**src/rtl/fifo_wr_arbiter.sv**
```systemverilog
// fifo_wr_arbiter
// ---------------------------------------------------------------------------
// Round-robin arbiter that shares one FIFO write port among NUM_REQ
// producers.
//
// Each granted beat appears on the FIFO write side one cycle later as
// registered write_en/data_in. A grant can hold for up to MAX_BURST
// consecutive beats before the requesters are re-arbitrated.
//
// A mirrored occupancy count (occ) keeps the arbiter from overrunning the
// FIFO. The FIFO error flag halts the arbiter until reset.
//
// Optional feature (macro FIFO_ARB_STATS_EN):
//   Adds the saturating 16-bit counters beat_cnt and stall_cnt.
//
// Ports:
//   clk        in   clock, all logic on posedge
//   rst        in   asynchronous active-high reset
//   req        in   [NUM_REQ]  per-requester write request (level)
//   req_data   in   [NUM_REQ*DATA_W]  slice i = [i*DATA_W +: DATA_W]
//   grant      out  [NUM_REQ]  one-hot combinational grant
//   full       in   FIFO full flag
//   empty      in   FIFO empty flag
//   error      in   FIFO error flag
//   read_en    in   FIFO read enable (observed for credit tracking)
//   write_en   out  registered FIFO write enable
//   data_in    out  [DATA_W]  registered FIFO write data
//   owner      out  index of current/last granted requester
//   halted     out  sticky error-halt indicator
//   state_dbg  out  [2]  FSM state (0 idle, 1 burst, 2 halt)
//   beat_cnt   out  [16]  accepted beats        (FIFO_ARB_STATS_EN only)
//   stall_cnt  out  [16]  requested-but-idle cycles (FIFO_ARB_STATS_EN only)
//
// Handshake:
//   A beat from requester i is accepted in a cycle where req[i] && grant[i].
//   A requester keeps req and its data slice stable until it sees that
//   acceptance. It may change either one in the following cycle.
// ---------------------------------------------------------------------------
module fifo_wr_arbiter #(
    parameter int NUM_REQ    = 4,
    parameter int DATA_W     = 8,
    parameter int FIFO_DEPTH = 16,
    parameter int MAX_BURST  = 4
) (
    input  logic                         clk,
    input  logic                         rst,
    input  logic [NUM_REQ-1:0]           req,
    input  logic [NUM_REQ*DATA_W-1:0]    req_data,
    output logic [NUM_REQ-1:0]           grant,
    input  logic                         full,
    input  logic                         empty,
    input  logic                         error,
    input  logic                         read_en,
    output logic                         write_en,
    output logic [DATA_W-1:0]            data_in,
    output logic [$clog2(NUM_REQ)-1:0]   owner,
    output logic                         halted,
    output logic [1:0]                   state_dbg
`ifdef FIFO_ARB_STATS_EN
    ,
    output logic [15:0]                  beat_cnt,
    output logic [15:0]                  stall_cnt
`endif
);

    localparam int OWN_W  = $clog2(NUM_REQ);
    localparam int OCC_W  = $clog2(FIFO_DEPTH + 1);
    localparam int BEAT_W = $clog2(MAX_BURST + 1);

    typedef enum logic [1:0] {
        ST_IDLE  = 2'd0,
        ST_BURST = 2'd1,
        ST_HALT  = 2'd2
    } state_t;

    state_t              state;
    logic [OCC_W-1:0]    occ;
    logic [BEAT_W-1:0]   beats;
    logic [BEAT_W-1:0]   beats_inc;

    logic                credit_ok;
    logic [OCC_W:0]      occ_pend;
    logic                occ_dec;

    logic                rr_found;
    logic [OWN_W-1:0]    rr_idx;
    logic [OWN_W-1:0]    rr_cand;

    logic                accept;
    logic [OWN_W-1:0]    sel_idx;
    logic [DATA_W-1:0]   slice [NUM_REQ];

    assign state_dbg = state;
    assign beats_inc = beats + BEAT_W'(1);

    for (genvar i = 0; i < NUM_REQ; i++) begin : g_slice
        assign slice[i] = req_data[i*DATA_W +: DATA_W];
    end

    // The beat already registered in write_en counts against the credit.
    // A read in the same cycle does not add credit yet.
    assign occ_pend  = {1'b0, occ} + {{OCC_W{1'b0}}, write_en};
    assign credit_ok = !full && (occ_pend < (OCC_W+1)'(FIFO_DEPTH));
    assign occ_dec   = read_en && !empty && (occ != '0);

    // Round-robin search starting one past the last owner.
    always_comb begin
        rr_found = 1'b0;
        rr_idx   = '0;
        rr_cand  = '0;
        for (int k = 1; k <= NUM_REQ; k++) begin
            rr_cand = OWN_W'((int'(owner) + k) % NUM_REQ);
            if (!rr_found && req[rr_cand]) begin
                rr_found = 1'b1;
                rr_idx   = rr_cand;
            end
        end
    end

    // Combinational grant. It is killed outright by the halt state or by
    // the error flag itself. credit_ok already folds in the FIFO full flag.
    always_comb begin
        grant   = '0;
        accept  = 1'b0;
        sel_idx = owner;
        if (state != ST_HALT && !error && credit_ok) begin
            case (state)
                ST_IDLE: begin
                    if (rr_found) begin
                        grant[rr_idx] = 1'b1;
                        accept        = 1'b1;
                        sel_idx       = rr_idx;
                    end
                end
                ST_BURST: begin
                    if (req[owner] && (beats < BEAT_W'(MAX_BURST))) begin
                        grant[owner] = 1'b1;
                        accept       = 1'b1;
                    end
                end
                default: ;
            endcase
        end
    end

    // Arbitration FSM plus the registered write side.
    always_ff @(posedge clk or posedge rst) begin
        if (rst) begin
            state    <= ST_IDLE;
            owner    <= OWN_W'(NUM_REQ - 1);
            beats    <= '0;
            write_en <= 1'b0;
            data_in  <= '0;
            halted   <= 1'b0;
        end else if (error || state == ST_HALT) begin
            state    <= ST_HALT;
            halted   <= 1'b1;
            write_en <= 1'b0;
        end else begin
            write_en <= accept;
            if (accept) begin
                data_in <= slice[sel_idx];
            end
            case (state)
                ST_IDLE: begin
                    if (accept) begin
                        owner <= rr_idx;
                        beats <= BEAT_W'(1);
                        if (MAX_BURST > 1) begin
                            state <= ST_BURST;
                        end
                    end
                end
                ST_BURST: begin
                    // A dropped request ends the burst. The handover
                    // waits for the next cycle's arbitration.
                    if (!req[owner]) begin
                        state <= ST_IDLE;
                    end else if (accept) begin
                        beats <= beats_inc;
                        if (beats_inc == BEAT_W'(MAX_BURST)) begin
                            state <= ST_IDLE;
                        end
                    end
                end
                default: state <= ST_IDLE;
            endcase
        end
    end

    // Mirrored FIFO occupancy. A write and a read in the same cycle cancel.
    always_ff @(posedge clk or posedge rst) begin
        if (rst) begin
            occ <= '0;
        end else if (write_en && !occ_dec) begin
            if (occ != OCC_W'(FIFO_DEPTH)) begin
                occ <= occ + OCC_W'(1);
            end
        end else if (occ_dec && !write_en) begin
            occ <= occ - OCC_W'(1);
        end
    end

`ifdef FIFO_ARB_STATS_EN
    always_ff @(posedge clk or posedge rst) begin
        if (rst) begin
            beat_cnt  <= '0;
            stall_cnt <= '0;
        end else begin
            if (accept && beat_cnt != 16'hFFFF) begin
                beat_cnt <= beat_cnt + 16'd1;
            end
            if ((|req) && !(|grant) && state != ST_HALT
                && stall_cnt != 16'hFFFF) begin
                stall_cnt <= stall_cnt + 16'd1;
            end
        end
    end
`endif

endmodule

```
**config.mk**
```make
export PLATFORM = sky130hd
export DESIGN_NAME = fifo_wr_arbiter
export DESIGN_NICKNAME = d
export VERILOG_FILES = /design/src/rtl/fifo_wr_arbiter.sv
export SDC_FILE = /design/constraint.sdc
export NUM_CORES = 1
export LEC_CHECK = 0
export CAP_MARGIN = 20
export CORE_ASPECT_RATIO = 0.6
export CORE_MARGIN = 8
export CORE_UTILIZATION = 25
export DETAILED_ROUTE_END_ITERATION = 8
export DONT_BUFFER_PORTS = 1
export PLACE_DENSITY = 0.44
export SKIP_LAST_GASP = 1
export SLEW_MARGIN = 20
export SYNTH_ARGS = -nofsm -noshare
export SYNTH_HDL_FRONTEND = slang
export SYNTH_SLANG_ARGS = --single-unit
```
**constraint.sdc**
```tcl
create_clock -name clk -period 5.47 [get_ports clk]
set_input_delay 1.641 -clock clk [delete_from_list [all_inputs] [get_ports clk]]
set_output_delay 1.641 -clock clk [all_outputs]
set_load 0.1 [all_outputs]
```
# Word level (Yosys, flattened, before mapping)
# Cells that the tools add are included.
# W data, S select, Z words.
[classes] addsub=8 order_cmp=11 n_eq_ne=12 n_mux=50 bitwise_logic=2 reduce_logical=31
[op_table] cell="$mux W2" count=12
[op_table] cell="$lt A2 B3 Y1 const B" count=6
[op_table] cell="$bmux W8 S2" count=1
[op_table] cell="$mux W8" count=2
[op_table] cell="$mux W1" count=15
[op_table] cell="$mux W5" count=3
[op_table] cell="$logic_and A1 B1 Y1" count=13
[op_table] cell="$mux W4" count=3
[op_table] cell="$bmux W1 S2" count=5
[op_table] cell="$mux W3" count=3
[op_table] cell="$logic_not A1 Y1" count=8
[op_table] cell="$ne A2 B2 Y1 const B" count=4
[op_table] cell="$ne A4 B4 Y1 const B" count=2
[op_table] cell="$pmux W4 S2" count=1
[op_table] cell="$add A5 B1 Y6" count=1
[op_table] cell="$lt A6 B5 Y1 const B" count=1
[op_table] cell="$pmux W3 S2" count=1
[op_table] cell="$reduce_and A3 Y1" count=2
[op_table] cell="$add A5 B1 Y5 const B" count=1
[op_table] cell="$ne A5 B5 Y1 const B" count=1
[op_table] cell="$reduce_and A5 Y1" count=1
[op_table] cell="$reduce_bool A5 Y1" count=1
[op_table] cell="$sub A5 B1 Y5 const B" count=1
[op_table] cell="$add A2 B1 Y2 const B" count=2
[op_table] cell="19 further kinds" count=24
[totals] regBits=22 elab_cells=121

# Longest topological paths before layout
# Gate-level depths: netlist (run 1).
[depth] ltp_word=20 ltp_mapped=12 mapped_depth_nobuf=11

# Worst setup path after synthesis (run 1)
# Ideal clock, no wire load.
[synth_timing] kind="in2out" startpoint="in req[1]" endpoint="out grant[0]" arrival_time_ns=4.973 required_ns=3.829 slack_ns=-1.144 stages=8 cell_sequence="buf_4 > mux4_2 > nor3b_1 > a211oi_2 > nor2_1 > nor2_1 > a22oi_1 > nor3_1"
[synth_between] elab_chain_len=19 elab_cells_between_ends=34 cone_classes="order compare: 2; mux: 24; reduce/logical: 8"
[synth_lines] element="start: declaration" line="47" text="input logic [NUM_REQ-1:0] req,"
[synth_lines] element="$bmux W1 S2" line="113" text="if (!rr_found && req[rr_cand]) begin"
[synth_lines] element="$mux W1 (implied by the code)" line="113"
[synth_lines] element="$mux W1" line="113"
[synth_lines] element="$logic_not A1 Y1" line="113"
[synth_lines] element="$logic_and A1 B1 Y1" line="113"
[synth_lines] element="$mux W1" line="113"
[synth_lines] element="$logic_not A1 Y1" line="113"
[synth_lines] element="$logic_and A1 B1 Y1" line="113"
[synth_lines] element="[... 3 more ...]"
[synth_lines] element="$mux W2" line="113"
[synth_lines] element="$lt A2 B3 Y1 (implied by the code) or $ge A2 B1 Y1 (tied branches)" line="130" text="grant[rr_idx] = 1'b1;"
[synth_lines] element="$logic_and A1 B1 Y1 (implied by the code)" line="130"
[synth_lines] element="$mux W1 (implied by the code)" line="130"
[synth_lines] element="$demux W1 S2" line="130"
[synth_lines] element="$mux W4" line="129" text="if (rr_found) begin"
[synth_lines] element="$pmux W4 S2 (*)" line="127" text="case (state)"
[synth_lines] element="$mux W4 (*)" line="126" text="if (state != ST_HALT && !error && credit_ok) begin"
[synth_lines] element="end: declaration" line="49" text="output logic [NUM_REQ-1:0] grant,"
# Every way passes the cells marked *; elsewhere a longest branch is shown, timed or not. The select of a mux whose other input is x is not followed.

# Worst setup path after layout (run 1)
[layout_timing] startpoint="in req[3]" endpoint="out grant[0]"
# Same word-level chain as after synthesis.

==> results of run 1 <==
## report_power, final
part | internal (uW) | switching [uW]
combinational | 61.9 | 74.8
sequential | 187 | 53.7
clock | 99.4 | 58.8
## routing by layer
metal  track usage [%]  vias up  wire length [um]
li1                  -      701                 -
met1              13.5      677              2570
met2              11.5       51              1840
met3              3.70        2               376
met4              1.43        0                27
met5                 0        -                 0
## synth_stat cells, types with 3 or more instances
master,count,area (um2)
inv_1,13,48.8
a21o_1,5,37.5
buf_2,3,15.0
nor2b_1,3,18.8
o311ai_0,7,61.3
a22oi_1,4,30.0
nor2_1,11,41.3
mux2i_1,21,210
a21oi_1,10,50.1
buf_4,3,22.5
dfrtp_1,20,500
or3_1,8,50.1
o21ai_0,5,25.0
ha_1,9,113
xor2_1,3,26.3
nor3_1,6,30.0
clkbuf_1,4,15.0
nand2_1,16,60.1
## cell type report
type,instances,share of cell area [%]
Multi-Input combinational cell,142,56.5
Sequential cell,22,27.7
Tap cell,87,5.45
Clock buffer,4,3.95
Timing Repair Buffer,10,3.76
Inverter,14,2.63
## layout by cell type (no fill, tap or decap), drive strengths merged, types with 8 or more instances in the layout
cell type,n
buf,10
nor2,13
dfrtp,20
nand2,16
a21oi,10
o311ai,8
ha,9
mux2i,21
or3,8
inv,14
## worst min-delay path, cell delays in order (launching register included)
cell and delay (ns):
dfrtp_1 0.35, nand2_1 0.05, o21ai_0 0.06
## how the worst max path moves through the flow
| stage | from | end | slack (ns) | cells past startpoint |
|---|---|---|---|---|
| 5_1_grt | req[3] | grant[0] | 0.30 | 8 |
| 4_1_cts | req[3] | grant[0] | 0.39 | 8 |
| 3_3_place_gp | req[3] | grant[0] | 0.40 | 8 |
| 3_5_place_dp | req[3] | grant[0] | 0.40 | 8 |
| 2_1_floorplan | req[1] | grant[0] | 0.11 | 8 |
| 6_report | req[3] | grant[0] | 0.39 | 8 |
## flip-flops by register name, indices dropped and copies added (netlist names)
register	cells
state_dbg	2
halted	1
owner	2
occ	5
write_en	1
beats	3
data_in	8
## per-stage QoR
step	setup slack, ns	cells
floorplan	0.107	191
global placement	0.404	275
detailed placement	0.401	275
CTS	0.391	279
global route	0.297	279
finish	0.387	279
## cells by family (layout without fill, tap and decap cells)
logic type	count (synthesis)	after routing	synth area share, %
XOR/XNOR	5	5	2.47
multiplexers	24	24	15.0
adder cells (fa/ha/maj)	10	10	7.47
buffers and inverters	27	28	8.32
AND/OR/NAND/NOR	58	58	17.2
flip-flops	22	22	31.1
AO/OA/AOI/OAI	45	45	18.4
==> flow_summary.yaml, run 1 <==
run_status:
  outcome: "complete, no violations"
clocking:
  htreeDepth: 1
  cts_max_path_buffers: 2
  cts_tree: "yes"
  cts.sinks: 22
  post_cts_buffers: 0
  clk_latency_ns: 0.26
  cts_resized: 0
  cts_root_buf: "clkbuf_16"
  ctsHoldBuffers: 0
  clk_pin_slew_worst_paths_ns: 0.06
  cts_buffers: 3
worst_setup_path:
  critPathTopFamily: "simple AND/OR/NAND/NOR gates"
  cp_common_cell: "nor2_1"
  cp-start-kind: "primary input"
  slowest_stage: "mux4_2"
  reg2reg_depth: 9
  crit_buf_inv: 1
  rr_endpoint: "data_in[7]"
  reg2reg_slack_ns: 2.16
  crit_path_max_incr_delay_ns: 0.47
  required_ns: 3.83
  path_class: "primary input to primary output"
  arrival_ns: 3.44
  critPathMaxFanout: 12
  cp_cell_sequence: "mux4_2, nor3b_1, a211oi_2, nor2_1, nor2_1, a22oi_1, nor3_4, buf_4"
  endpoint_kind: "primary output"
  r2r_start: "owner[0]"
finish:
  n_antenna_cell: 0
  final_util_pct: 29.5
  final_cell_area_um2: 2000
  layout-drive-gt1-share_pct: 14.6
  multi_input_area_um2: 1130
  regArea_um2: 553
  fillers: 714
  syn_to_final_growth_pct: 12.4
  fin_nets: 245
timing:
  fin_crit_ns: 5.08
  rsz0062_at_grt: "false"
  tns_ns: 0
  slew_headroom_pct: 36.0
  fin_skew_ns: 0.00537
  slew_violations: 0
  holdWs_ns: 0.486
  finalSetupViolCount: 0
  period_share_pct: 92.9
  fmax_mhz: 197
  tightest_slew_ns: 0.960
  final_hold_viol_count: 0
placement:
  placedInstanceArea_um2: 1920
  hpwl_mm: 3.82
  gp_congestion: 0.763
  io_buffers: 0
worst_hold_path:
  min_path_type: "flop to flop"
  whs_path_depth: 2
  min_to: "beats[1]"
  min_from: "beats[1]"
routing:
  drtIter0Drc: 123
  vias_per_cell: 5.13
  routed_wirelength_mm: 4.81
  wl_per_cell_um: 17.3
  drc_errors: 0
  vias: 1431
  first_pass_iters: 4
  antenna_left: 0
yosys:
  synth_cell_types: 49
  syn_inst: 191
  synthFlopType: "dfrtp_1"
  async_reset_ff_share_pct: 100
  syn-cell-area_um2: 1780
  syn_nets: 243
  synth_seq_area_share_pct: 31.1
  syn_area_per_cell_um2: 9.30
  synth_warnings: 0
  synth_edf_count: 0
  ys_seq_elements: 22
global_route:
  grt_max_degree: 31
  overflow: 0
  grt_pass1_wl_mm: 7.40
  grt_usage_pct: 9.03
  antenna_found_initial: 0
  grt_pass1_vias: 1355
floorplanning:
  start_util_pct: 26.3
  die_height_um: 81.3
  core_um2: 6760
  chipWidth_um: 125
  rows: 23
  die-area_um2: 10100
  ioPinCount: 60
pwr:
  power_density_nw_per_um2: 268
  total_power_uw: 535
  ir_drop_mv: 0.141
  leakage_uw: 0.000805
job:
  maxCapViolations: 0
Power figures use the tool's default switching activity.
==> inputs of run 2 (changes only) <==
- REMOVE_ABC_BUFFERS: default -> 1
==> run 2 against run 1 <==
Against the previous run: register-to-register slack better by 0.07 ns; worst hold slack about the same; sequential cell count unchanged; die area unchanged; critical path type unchanged.
==> flow_summary.yaml, run 2 (same netlist as run 1, synthesis figures left out) <==
timing:
  tns_ns: 0
  period_share_pct: 93.1
  holdWs_ns: 0.485
  slew_headroom_pct: 30.1
  rsz0062_at_grt: "false"
  fin_crit_ns: 5.09
  final_hold_viol_count: 0
  fin_skew_ns: 0.00801
  slew_violations: 0
  tightest_slew_ns: 1.04
  finalSetupViolCount: 0
  fmax_mhz: 196
pwr:
  switching_share_pct: 32.6
  clkPwrFrac_pct: 35.8
  p_int_uw: 393
  leakage_uw: 0.000775
  pwr-share-comb_pct: 23.2
  p_seq_share_pct: 41.0
  p_switching_uw: 191
  power_density_nw_per_um2: 281
  total_power_uw: 584
  ir_drop_mv: 0.145
global_route:
  grt_pass1_wl_mm: 7.49
  grt_usage_pct: 9.00
  antenna_found_initial: 0
  overflow: 0
  grt_pass1_vias: 1372
  grt_max_degree: 31
finish:
  most-common-layout-cells: "mux2i_1, dfrtp_1, nand2_1"
  fin_nets: 245
  layoutNonFillerInstCount: 279
  layout_commonest_cell: "mux2i_1"
  n_antenna_cell: 0
  largestRegisters: "data_in: 8 flops, occ: 5 flops, beats: 3 flops"
  layout-drive-gt1-share_pct: 15.1
  largest_reg_flops: 8
  final_util_pct: 30.7
  syn_to_final_growth_pct: 17.0
  top_register: "data_in"
clocking:
  clk_latency_ns: 0.26
  clk_pin_slew_worst_paths_ns: 0.07
  cts_buffers: 3
  post_cts_buffers: 0
  cts_root_buf: "clkbuf_16"
  cts_resized: 0
  ctsHoldBuffers: 0
  cts_tree: "yes"
  htreeDepth: 1
  cts_max_path_buffers: 2
  cts.sinks: 22
worst_setup_path:
  reg2reg_slack_ns: 2.23
  path_class: "primary input to primary output"
  arrival_ns: 3.45
  crit_start: "req[3]"
  critPathMaxFanout: 12
  cp_cell_sequence: "mux4_2, nor3b_1, a211oi_2, nor2_1, nor2_1, a22oi_1, nor3_2, buf_16"
  endpoint_kind: "primary output"
  crit_path_max_incr_delay_ns: 0.47
  slowest_stage: "mux4_2"
  r2r_start: "owner[0]"
  cp_common_cell: "nor2_1"
  cp-start-kind: "primary input"
  required_ns: 3.83
  reg2reg_depth: 8
  rr_endpoint: "data_in[1]"
worst_hold_path:
  min_from: "beats[1]"
  min_path_type: "flop to flop"
  whs_path_depth: 2
  min_to: "beats[1]"
floorplanning:
  die_height_um: 81.3
  die-area_um2: 10100
  core_um2: 6760
  start_util_pct: 26.3
  rows: 23
  chipWidth_um: 125
  ioPinCount: 60
placement:
  dp_cells: 275
  io_buffers: 0
  hpwl_mm: 3.65
  gp_congestion: 0.742
routing:
  vias_per_cell: 5.09
  wl_per_cell_um: 16.4
  first_pass_iters: 4
  antenna_left: 0
  drc_errors: 0
  drtIter0Drc: 73
  routed_wirelength_mm: 4.59
  vias: 1420
job:
  maxCapViolations: 0
run_status:
  outcome: "complete, no violations"
[run 2: routing by layer]
metal	track usage (%)	vias up	share of wire [%]
met5	0	-	0
met4	1.43	0	0.46
met2	12.1	63	37
li1	-	700	-
met1	13.0	653	53
met3	3.77	4	8.8
[run 2: final cells by class]
class | instances | area, um2
fillers | 700 | 4690
multi-input cells | 142 | 1100
flip-flops and latches | 22 | 553
repair buffers | 10 | 155
well taps | 87 | 109
clock buffers | 3 | 75.1
inverters | 14 | 52.6
clock inverters | 1 | 30.0
[run 2: worst max-delay path: cells and delay by family]
| kind | cells | cell delay (ns) |
|---|---|---|
| compound gates | 2 | 0.44 |
| buf+inv | 1 | 0.21 |
| mux | 1 | 0.47 |
| simple gates | 4 | 0.68 |
[run 2: power by group through the flow]
stage | registers [uW] | logic, uW | clock network [uW]
floorplan | 240 | 110 | 0
global placement | 243 | 137 | 0
detailed placement | 243 | 137 | 0
CTS | 240 | 137 | 216
global route | 244 | 161 | 223
finish | 239 | 136 | 209
[run 2: per-stage QoR]
stage | cell area (um2) | setup slack [ns]
floorplan | 1680 | -0.987
global placement | 1970 | 0.414
detailed placement | 1970 | 0.407
CTS | 2080 | 0.401
global route | 2080 | 0.303
finish | 2080 | 0.378
[run 2: how the worst max path moves through the flow]
stage / slack, ns / end
global route: 0.30 / grant[2]
finish: 0.38 / grant[2]
floorplan: -0.99 / grant[0]
CTS: 0.40 / grant[2]
global placement: 0.41 / grant[0]
detailed placement: 0.41 / grant[2]
==> RTL edit 1: new RTL, flow settings as in run 2 <==
The parameter `DATA_W` goes from 8 to 6.
--- a/src/rtl/fifo_wr_arbiter.sv
+++ b/src/rtl/fifo_wr_arbiter.sv
@@ -40,3 +40,3 @@
     parameter int NUM_REQ    = 4,
-    parameter int DATA_W     = 8,
+    parameter int DATA_W     = 6,
     parameter int FIFO_DEPTH = 16,
Interface: changed (resized data_in and req_data); port bits go from 60 to 50. No check against the original RTL was run, so the function may have changed too.
==> RTL edit 1 against run 2 <==
Critical path depth decreased by 1; count of clock-buffer cells in the layout rose by 1; via count is 5.1% lower; die area decreased by 3.6%; synthesized area decreased by 4.3%; largest cell class unchanged; hold slack worse by 0.014 ns; critical endpoint is now grant[0]; sequential cell count decreased by 2; setup slack improved by 0.28 ns; final area decreased by 8.4%; synthesized cell count fell by 2.6%; wire length grew 1.0%; core utilization is 2.0 points lower; total power fell by 10%.
==> RTL edit 1: results (changes against run 2) <==
- longest individual stage delay on the worst path: 0.31 ns, was 0.47 ns
- met3 layer wire length in the routed design: 440 um, was 402 um
- via count: 1347, was 1420
- Seq/Total Area, Yosys: 29.6%, was 31.1%
- top cells by area, synth: dfrtp_1 (27%), ha_1 (6.6%), mux2i_1 (6.5%), was dfrtp_1 (28%), mux2i_1 (12%), ha_1 (6.3%)
- aggregate global-route resource usage: 9.42%, was 9.00%
- met1 GRT Util: 14.8%, was 13.0%
- critical path data arrival time: 3.17 ns, was 3.45 ns
- deepest level of the CTS H-tree: 1, unchanged
- reg-to-reg setup timing slack: 2.42 ns, was 2.23 ns
- detailed-route wire length per cell: 16.8 um, was 16.4 um
- CP max-delay cell: nor3b_1, was mux4_2
- crit path capture: grant[0], was grant[2]
- Final #Nets: 234, was 245
- ratio of cells with drive above 1 in the final layout: 15.3%, was 15.1%
- total gr overflow: 0, unchanged
- critical path fanouts, max: 13, was 12
- largest registers in the final layout: data_in (6), occ (5), beats (3), was data_in (8), occ (5), beats (3)
- Placer Congestion: 0.779, was 0.742
- cell family with most CP delay: compound AO/OA/AOI/OAI gates, was simple AND/OR/NAND/NOR gates
- antenna violations before repair: 0, unchanged
- largest net degree at the start of global routing: 21, was 31
- wire length of the first global-routing pass: 7.38 mm, was 7.49 mm
- final hold slack: 0.471 ns, was 0.485 ns
- detailed route wirelength on metal2: 1.59 mm, was 1.72 mm
- CP Launch Point: req[3], unchanged
- placed cell count: 272, was 275
- number of design-rule violations left by the first detailed-router iteration: 67, was 73
- top cells by instance count after synthesis: dfrtp_1 (18), inv_1 (17), a211oi_1 (14), nor2_1 (14), mux2i_1 (11), was mux2i_1 (21), dfrtp_1 (20), nand2_1 (16), inv_1 (13), nor2_1 (11)
- worst vdd ir: 123 uV, was 145 uV
- reg2reg start: state_dbg[1]$_DFFE_PP0P_, was owner[0]$_DFFE_PP1P_
- outcome: completed, unchanged
- Worst Setup Slack post-DPL: 0.680 ns, was 0.407 ns
- Slew @ Worst Pin: 1.05 ns, was 1.04 ns
- depth of the worst register-to-register path: 7, was 8
- final HPWL from detailed placement: 3.78 mm, was 3.65 mm
- leak pwr: 0.825 nW, was 0.775 nW
- setup clock skew after layout: 0.00540 ns, was 0.00801 ns
- non-filler cells in the finished layout: 276, was 279
- number of instances in the synthesized netlist: 186, was 191
- global routing met2 resource utilization: 11.0%, was 12.1%
- placed inst area: 1810 um^2, was 1970 um^2
==> RTL edit 1: final cells by class <==
type	instances	area, um^2
clock buffer	4	88.8
fill	719	4720
inverter	18	67.6
multi-input combinational	139	1070
sequential	20	503
tap	87	109
timing repair buffer	8	60.1
==> RTL edit 1: cells by family after synthesis <==
| kind of cell | after synthesis | share of synthesized area (%) |
|---|---|---|
| fa+ha+maj | 10 | 7.81 |
| simple gates | 56 | 17.7 |
| mux | 12 | 7.81 |
| flops | 20 | 29.6 |
| compound gates | 56 | 26.7 |
| xor+xnor | 5 | 2.58 |
| buf+inv | 27 | 7.81 |
==> RTL edit 1: tightest hold or removal path: stages, from the launching register on <==
cell and delay (ns):
dfrtp_1 0.34, nand2_1 0.05, nand2_1 0.05
==> RTL edit 1: power breakdown <==
part	total [W]	internal (W)	switching [W]
sequential	0.000212	0.000170	0.0000422
clock	0.000170	0.000112	0.0000584
combinational	0.000142	0.0000646	0.0000775
total	0.000525	0.000347	0.000178
==> RTL edit 2: new RTL, settings of run 2 <==
Without the edit above. Register the output `state_dbg` once more, cleared by the reset; this adds one clock of latency there. The other outputs are not delayed to match.
--- a/src/rtl/fifo_wr_arbiter.sv
+++ b/src/rtl/fifo_wr_arbiter.sv
@@ -92,3 +92,9 @@
 
-    assign state_dbg = state;
+    always_ff @(posedge clk or posedge rst) begin
+        if (rst) begin
+            state_dbg <= '0;
+        end else begin
+            state_dbg <= state;
+        end
+    end
     assign beats_inc = beats + BEAT_W'(1);
Check against the original RTL: not equivalent (a bounded check fails within 4 cycles, from zero or initial values and one cycle with rst high).
==> RTL edit 2 against run 2 <==
Synthesized cell count up 44%; wire length up 53%; critical path type unchanged; via count up 50%; final area up 29%; setup slack better by 0.24 ns; core utilization down 1.6 points; synthesized area up 33%; total power up 44%; sequential cell count up 2; combinational power rose to 2.8 times the old value.
==> RTL edit 2: results (changes against run 2) <==
- outcome: completed, unchanged
- crit path capture: grant[3], was grant[2]
- reg2reg start: owner[1]$_DFFE_PP1P_, was owner[0]$_DFFE_PP1P_
- placed cell count: 392, was 275
- critical path fanouts, max: 8, was 12
- filler cell count in the final layout: 986, was 700
- global routing met2 resource utilization: 16.2%, was 12.1%
- worst vdd ir: 123 uV, was 145 uV
- fraction of the mapped netlist area in compound gates: 30.8%, was 18.4%
- final HPWL from detailed placement: 5.09 mm, was 3.65 mm
- worst rel slew slack: 36.9%, was 30.1%
- worst-skew pair later-pin latency: 0.26 ns, about the same
- detailed-route wire length per cell: 17.7 um, was 16.4 um
- via count: 2132, was 1420
- top cells by instance count after synthesis: a21oi_1 (23), dfrtp_1 (22), nand3_1 (19), nand2_1 (18), nor2_1 (17), was mux2i_1 (21), dfrtp_1 (20), nand2_1 (16), inv_1 (13), nor2_1 (11)
- top cells by area, synth: dfrtp_1 (23%), o211a_1 (6.8%), a311oi_1 (5.9%), was dfrtp_1 (28%), mux2i_1 (12%), ha_1 (6.3%)
- wire length of the first global-routing pass: 11.9 mm, was 7.49 mm
- Final #Nets: 320, was 245
- count of unique library cells instantiated by Yosys: 56, was 49
- Routed met1 length: 3.32 mm, was 2.45 mm
- leak pwr: 1.04 nW, was 0.775 nW
- post-cts gate resize count: 0, unchanged
- aggregate global-route resource usage: 11.3%, was 9.00%
- met3 layer wire length in the routed design: 809 um, was 402 um
- adder-cell share of the synthesized area: 5.62%, was 7.47%
- average instance area after synthesis: 8.58 um^2, was 9.30 um^2
- reg-to-reg setup timing slack: 2.25 ns, was 2.23 ns
- setup clock skew after layout: 0.00289 ns, was 0.00801 ns
- ratio of cells with drive above 1 in the final layout: 19.9%, was 15.1%
- critical path data arrival time: 3.21 ns, was 3.45 ns
- CP max-delay cell: or4_1, was mux4_2
- RR Endpoint: state[0]$_DFFE_PP0P_, was data_in[1]$_DFFE_PP0P_
- largest net degree at the start of global routing: 39, was 31
- multiplexer share of the synthesized area: 6.84%, was 15.0%
- global-route met3 utilization: 5.69%, was 3.77%
- detailed route wirelength on metal2: 2.88 mm, was 1.72 mm
- Placer Congestion: 0.738, was 0.742
- XOR/XNOR share of the synthesized area: 1.86%, was 2.47%
- number of design-rule violations left by the first detailed-router iteration: 138, was 73
- CP Launch Point: req[0], was req[3]
- Seq/Total Area, Yosys: 25.6%, was 31.1%
RTL edit 2: worst min-delay path by stage:
stage / startpoint / depth (start not counted) / to / slack [ns]
5_1_grt: beats[0]$_DFFE_PP0P_ / 1 / beats[0]$_DFFE_PP0P_ / 0.50
4_1_cts: beats[0]$_DFFE_PP0P_ / 1 / beats[0]$_DFFE_PP0P_ / 0.48
6_report: beats[0]$_DFFE_PP0P_ / 1 / beats[0]$_DFFE_PP0P_ / 0.48
3_5_place_dp: beats[0]$_DFFE_PP0P_ / 1 / beats[0]$_DFFE_PP0P_ / 0.47
2_1_floorplan: state[1]$_DFFE_PP0P_ / 0 / state_dbg[1]$_DFF_PP0_ / 0.43
3_3_place_gp: beats[1]$_DFFE_PP0P_ / 2 / beats[1]$_DFFE_PP0P_ / 0.47
RTL edit 2: cell type report:
type | count | share of cell area (%)
clock buffer | 3 | 2.81
clock inverter | 1 | 1.12
inverter | 12 | 1.69
multi-input combinational | 215 | 60.2
sequential | 24 | 22.6
tap | 130 | 6.09
timing repair buffer | 12 | 5.53
RTL edit 2: report_power, final:
| part | internal [W] | switching, W |
|---|---|---|
| registers | 0.000204 | 0.0000384 |
| clock network | 0.000146 | 0.0000670 |
| logic | 0.000153 | 0.000233 |
RTL edit 2: per-stage QoR:
stage	worst slack, ns	utilization (%)	cell area, um^2	setup TNS [ns]	power [W]
2_1_floorplan	-0.666	-	2250	-2.55	0.000543
3_3_place_gp	0.655	27.8	2550	0	0.000633
3_5_place_dp	0.635	27.8	2550	0	0.000635
4_1_cts	0.633	28.9	2660	0	0.000851
5_1_grt	0.527	29.1	2670	0	0.000908
6_report	0.622	29.1	2670	0	0.000841
